===== src/rtl/sqrt.sv =====
// Sequential integer square root: result = floor(sqrt(A)) for an unsigned
// WIDTH-bit radicand. It uses a restoring digit-by-digit method that handles
// two radicand bits per clock, so one operation takes WIDTH/2 iterations.
// Optional build macro SQRT_ROUND_EN: the root is rounded to nearest instead
// of truncated. For that case the root register is one bit wider so that
// 2^(WIDTH/2) is representable.
module sqrt #(
  parameter int WIDTH = 16
) (
  input  logic             clk,
  input  logic             rst,
  input  logic             start,
  input  logic [WIDTH-1:0] A,
  output logic [WIDTH-1:0] result,
  output logic             done
);

  localparam int HALF  = WIDTH / 2;
  localparam int REM_W = HALF + 2;
  localparam int CNT_W = $clog2(HALF + 1);
`ifdef SQRT_ROUND_EN
  localparam int ROOT_W = HALF + 1;
`else
  localparam int ROOT_W = HALF;
`endif

  typedef enum logic [1:0] {
    IDLE = 2'b00,
    CALC = 2'b01,
    DONE = 2'b10
  } state_t;

  state_t             state_r;
  state_t             state_s;
  logic [WIDTH-1:0]   op_r;
  logic [REM_W-1:0]   rem_r;
  logic [ROOT_W-1:0]  root_r;
  logic [CNT_W-1:0]   cnt_r;
  logic [WIDTH-1:0]   result_r;
  logic               done_r;

  logic [REM_W-1:0]   rem_shift_s;
  logic [REM_W-1:0]   trial_s;
  logic               fits_s;
  logic [REM_W-1:0]   rem_next_s;
  logic [ROOT_W-1:0]  root_next_s;
  logic               last_iter_s;
  logic [ROOT_W-1:0]  final_root_s;
  logic [WIDTH-1:0]   result_next_s;

  // One restoring iteration: bring down two radicand bits and try subtracting {root,01}.
  always_comb begin
    rem_shift_s = (rem_r << 2) | {{HALF{1'b0}}, op_r[WIDTH-1:WIDTH-2]};
    trial_s     = {root_r[HALF-1:0], 2'b01};
    fits_s      = (rem_shift_s >= trial_s);
    if (fits_s) begin
      rem_next_s = rem_shift_s - trial_s;
    end else begin
      rem_next_s = rem_shift_s;
    end
    root_next_s = (root_r << 1) | {{(ROOT_W-1){1'b0}}, fits_s};
    last_iter_s = (cnt_r == CNT_W'(1));
  end

  // Final root selection; rounding up when the leftover remainder exceeds the root.
  always_comb begin
    final_root_s = root_r;
`ifdef SQRT_ROUND_EN
    if (rem_r > {{(REM_W-ROOT_W){1'b0}}, root_r}) begin
      final_root_s = root_r + ROOT_W'(1);
    end else begin
      final_root_s = root_r;
    end
`endif
    result_next_s = {{(WIDTH-ROOT_W){1'b0}}, final_root_s};
  end

  // Next-state logic for the IDLE -> CALC -> DONE -> IDLE sequence.
  always_comb begin
    state_s = state_r;
    case (state_r)
      IDLE: begin
        if (start) begin
          state_s = CALC;
        end else begin
          state_s = IDLE;
        end
      end
      CALC: begin
        if (last_iter_s) begin
          state_s = DONE;
        end else begin
          state_s = CALC;
        end
      end
      DONE:    state_s = IDLE;
      default: state_s = IDLE;
    endcase
  end

  // State register.
  always_ff @(posedge clk or negedge rst) begin
    if (!rst) begin
      state_r <= IDLE;
    end else begin
      state_r <= state_s;
    end
  end

  // Datapath registers: operand capture in IDLE, one iteration per clock in CALC.
  always_ff @(posedge clk or negedge rst) begin
    if (!rst) begin
      op_r   <= {WIDTH{1'b0}};
      rem_r  <= {REM_W{1'b0}};
      root_r <= {ROOT_W{1'b0}};
      cnt_r  <= {CNT_W{1'b0}};
    end else begin
      case (state_r)
        IDLE: begin
          if (start) begin
            op_r   <= A;
            rem_r  <= {REM_W{1'b0}};
            root_r <= {ROOT_W{1'b0}};
            cnt_r  <= CNT_W'(HALF);
          end
        end
        CALC: begin
          rem_r  <= rem_next_s;
          root_r <= root_next_s;
          op_r   <= {op_r[WIDTH-3:0], 2'b00};
          cnt_r  <= cnt_r - CNT_W'(1);
        end
        default: begin
          op_r   <= op_r;
          rem_r  <= rem_r;
          root_r <= root_r;
          cnt_r  <= cnt_r;
        end
      endcase
    end
  end

  // Registered outputs: result is updated only on completion, done is a one-cycle pulse.
  always_ff @(posedge clk or negedge rst) begin
    if (!rst) begin
      result_r <= {WIDTH{1'b0}};
      done_r   <= 1'b0;
    end else begin
      done_r <= (state_r == DONE);
      if (state_r == DONE) begin
        result_r <= result_next_s;
      end
    end
  end

  assign result = result_r;
  assign done   = done_r;

endmodule


===== config.mk =====
export PLATFORM = sky130hd
export DESIGN_NAME = sqrt
export DESIGN_NICKNAME = d
export VERILOG_FILES = /design/src/rtl/sqrt.sv
export SDC_FILE = /design/constraint.sdc
export NUM_CORES = 1
export LEC_CHECK = 0
export CAP_MARGIN = 30
export CORE_UTILIZATION = 45
export DETAILED_ROUTE_END_ITERATION = 8
export PLACE_DENSITY = 0.74
export SYNTH_ARGS = -nofsm -noshare
export SYNTH_HDL_FRONTEND = slang
export SYNTH_SLANG_ARGS = --single-unit

===== constraint.sdc =====
create_clock -name clk -period 4 [get_ports clk]
set_input_delay 0.8 -clock clk [delete_from_list [all_inputs] [get_ports clk]]
set_output_delay 0.8 -clock clk [all_outputs]
set_load 0.05 [all_outputs]

==> metrics.md <==
| Metric | Value |
|---|---|
| Result of the run | finished clean |
| Drt wl/cell | 13.2 um |
| Total power density per cell area | 879 mW/mm^2 |
| Max Fclk | 408 MHz |
| Cell accounting for the most synthesized area | sky130_fd_sc_hd__dfrtp_1 |
| Clock sinks | 47 |
| Worst Path Max Fanout | 13 |
| Total of warnings raised by yosys | 0 |
| Floorplan Core Area | 0.00514 sq mm |
| Cell area after synthesis | 0.00242 sq mm |
| Count of cells resized by post-cts repair | 0 |
| Static power due to leakage | 0.00122 uW |
| Fraction of the mapped netlist area in adder cells | 6.20% |
| Drt initial violations | 124 |
| Layout area overhead | 15.9% |
| Number of hold violations in the final report | 0 |
| Commonest non-fill, non-tap cell in the layout | sky130_fd_sc_hd__dfrtp_1 |
| Hold-fix buffers at CTS | 0 |
| Total half-perimeter wirelength after legalization and detailed placement | 3230 um |
| Actual transition at the worst max-transition pin | 1.02 ns |
| Count of buffers from port buffering | 27 |
| Number of vias in the routed layout | 1,805 |
| Cell Count, Final, Fillers Out | 346 |
| VDD IR-drop max | 334 uV |
| Number of storage elements in the synthesis netlist | 47 |
| Die height | 75.4 um |
| Buffer type at the clock tree root | sky130_fd_sc_hd__clkbuf_8 |
| Hold Worst Slack | 0.420 ns |
| Max-slew headroom | 31.9% |
| Critical path class | reg -> reg |
| Pre-CTS WS | 1.45 ns |
| Post-synthesis share of cell area spent on and, or, nand and nor gates | 13.8% |
| Seq/Total Area, Yosys | 48.5% |
| XOR/XNOR Fraction of Synth Area | 2.17% |
| Maximum level of the CTS H-tree | 2 |
| Placed instance count | 338 |
| Largest net degree at the start of global routing | 38 |
| Class of the worst hold path | in -> async |
| Proportion of netlist area held by the largest area contributor | 48.5% |
| Last weighted congestion value of the routability-driven placer | 0.858 |
| Area of the die | 0.00568 sq mm |
| Clock transition at the registers of the reported paths | 0.09 ns |
| Die width | 75.4 um |
| Commonest cells after routing, fill and taps aside | sky130_fd_sc_hd__dfrtp_1, sky130_fd_sc_hd__nand2_1, sky130_fd_sc_hd__o21ai_0, sky130_fd_sc_hd__clkdlybuf4s50_1, sky130_fd_sc_hd__inv_1 |
| Setup TNS | 0 ns |
| Post-synth cell types | 39 |
| Final wirelength | 4570 um |
| Number of maximum-capacitance violations | 0 |
| Layout Nets | 306 |
| Finish-stage setup viols | 0 |
| All-layer global routing usage | 19.0% |
| Complex-gate fraction of the synthesized area | 20.4% |
| Number of nets with antenna violations after routing | 0 |
| Period utilisation layout | 61.3% |
| Number of search-and-repair iterations in the first detailed-routing pass | 4 |
| Wire length of the first global-routing pass | 8020 um |
| Drt drc | 0 |
| Number of vias per cell | 5.22 |
| Unrepaired setup endpoints after global routing | false |
| Worst Path Required | 4.16 ns |
| Shortest clock period the worst path allows after layout | 2.45 ns |
| Remaining global-route overflow | 0 |
| TritonCTS clock tree | yes |
| Fraction of synthesized area in multiplexers | 1.70% |
| Endpoint arrival time on the critical path | 2.61 ns |
| Final setup skew | 0.00995 ns |
| Final design instance area without fill | 0.00281 sq mm |
| Initial antenna violation count | 0 |
| Worst Setup End Kind | flip-flop |
| Num rows | 26 |
| Top-level I/O count | 36 |
| Fin worst setup slack | 1.55 ns |
| Total count of max-transition violations in the final report | 0 |
| Largest cells by area after synthesis | sky130_fd_sc_hd__dfrtp_1, sky130_fd_sc_hd__o21ai_0, sky130_fd_sc_hd__nand2_1 |
| Post-CTS setup-driven buffer insertion count | 0 |
| Mean post-synth cell area | 9.58 sq um |
| Post-detailed-placement cell area | 0.00272 sq mm |
| Antenna fix cells | 0 |
| Vias in the first global route | 1,804 |
| Worst-Skew Late Latency | 0.31 ns |
| TritonCTS Buffers | 5 |
| Combinational family with the most area after synthesis | compound AO/OA/AOI/OAI gates |
| Number of cells produced by synthesis | 253 |
| Critical path startpoint category | flip-flop |
| Share of layout cells above drive strength 1 | 6.52% |
| Initial Util | 47.2% |
| Clock buffer depth | 2 |
cells by family after synthesis:
kind of cell | Yosys count
AND/OR/NAND/NOR | 71
XOR/XNOR | 6
other | 1
flip-flops | 47
adder cells (fa/ha/maj) | 12
AO/OA/AOI/OAI | 76
multiplexers | 4
buffers and inverters | 36
where the power goes:
group          switching (uW)  internal (uW)  total, uW  leakage (uW)
logic                     782            553       1330      0.000564
clock network             167            123        290     0.0000483
registers                 168            675        843      0.000607
per-stage QoR:
stage / total power, uW / util, %
finish: 2470 / 54.6
global route: 2700 / 54.6
CTS: 2490 / 54.6
detailed placement: 2190 / 52.9
global placement: 2140 / 52.6
floorplan: 1890 / -
path summary, 6_finish.rpt:
kind	to	depth (start not counted)	slack [ns]	startpoint
max in group asynchronous	rem_r[2]$_DFFE_PN0P_	2	3.07	rst
hold reg to reg	result[6]$_DFFE_PN0P_	2	0.48	result[6]$_DFFE_PN0P_
setup / recovery	rem_r[2]$_DFFE_PN0P_	6	1.55	rem_r[4]$_DFFE_PN0P_
min in group clk	result[6]$_DFFE_PN0P_	2	0.48	result[6]$_DFFE_PN0P_
hold / removal	done$_DFF_PN0_	1	0.42	rst
setup reg to reg	rem_r[2]$_DFFE_PN0P_	6	1.55	rem_r[4]$_DFFE_PN0P_
critical path: stages (launching register included):
cell and delay [ns]:
sky130_fd_sc_hd__dfrtp_1 0.43, sky130_fd_sc_hd__ha_1 0.38, sky130_fd_sc_hd__and4_4 0.24, sky130_fd_sc_hd__nor3b_4 0.16, sky130_fd_sc_hd__a2111oi_4 0.76, sky130_fd_sc_hd__mux2i_1 0.26
sky130_fd_sc_hd__o21ai_0 0.09
sequential cells by signal (all words and copies together), names as in the netlist:
register      cells
final_root_s      8
done              1
cnt_r             4
result            8
state_r           2
rem_r             8
op_r             16
metal layers:
layer / track usage (%) / part of all wire, % / wire, um
met5: 0 / 0 / 0
met3: 3.57 / 2.7 / 125
met2: 33.1 / 47 / 2170
met4: 8.64 / 2.1 / 95
met1: 22.9 / 48 / 2180
Yosys cell counts:
cell,n
sky130_fd_sc_hd__mux2i_1,3
sky130_fd_sc_hd__a311oi_1,1
sky130_fd_sc_hd__o21a_1,1
sky130_fd_sc_hd__o211ai_1,2
sky130_fd_sc_hd__nand4_1,2
sky130_fd_sc_hd__a31oi_1,1
sky130_fd_sc_hd__o21ai_0,37
sky130_fd_sc_hd__or2_2,1
sky130_fd_sc_hd__mux2_2,1
sky130_fd_sc_hd__nor2b_1,5
sky130_fd_sc_hd__a22o_1,3
sky130_fd_sc_hd__and4_4,1
sky130_fd_sc_hd__inv_1,15
sky130_fd_sc_hd__xnor2_1,2
sky130_fd_sc_hd__o31ai_1,1
sky130_fd_sc_hd__nor3_1,2
sky130_fd_sc_hd__nand2_1,41
sky130_fd_sc_hd__conb_1,1
sky130_fd_sc_hd__a32oi_1,2
sky130_fd_sc_hd__a2111oi_4,1
sky130_fd_sc_hd__a211oi_1,1
sky130_fd_sc_hd__o21bai_1,1
sky130_fd_sc_hd__nand3b_1,1
sky130_fd_sc_hd__a21oi_1,5
sky130_fd_sc_hd__and3_1,1
sky130_fd_sc_hd__nand2b_1,3
sky130_fd_sc_hd__or4b_1,1
sky130_fd_sc_hd__o21ai_1,3
sky130_fd_sc_hd__ha_1,12
sky130_fd_sc_hd__xor2_1,4
sky130_fd_sc_hd__dfrtp_1,47
sky130_fd_sc_hd__buf_4,9
sky130_fd_sc_hd__o311ai_0,2
sky130_fd_sc_hd__a22oi_1,14
sky130_fd_sc_hd__nand3_1,3
sky130_fd_sc_hd__clkbuf_1,12
sky130_fd_sc_hd__nor3b_4,1
sky130_fd_sc_hd__o21ai_4,1
sky130_fd_sc_hd__nor2_1,9
layout make-up:
| cell class | instances | area [sq um] |
|---|---|---|
| fillers | 475 | 2330 |
| flip-flops and latches | 47 | 1180 |
| multi-input cells | 177 | 1110 |
| repair buffers | 29 | 293 |
| well taps | 70 | 87.6 |
| clock buffers | 5 | 68.8 |
| inverters | 15 | 56.3 |
| clock inverters | 3 | 18.8 |
Power figures use the tool's default switching activity.
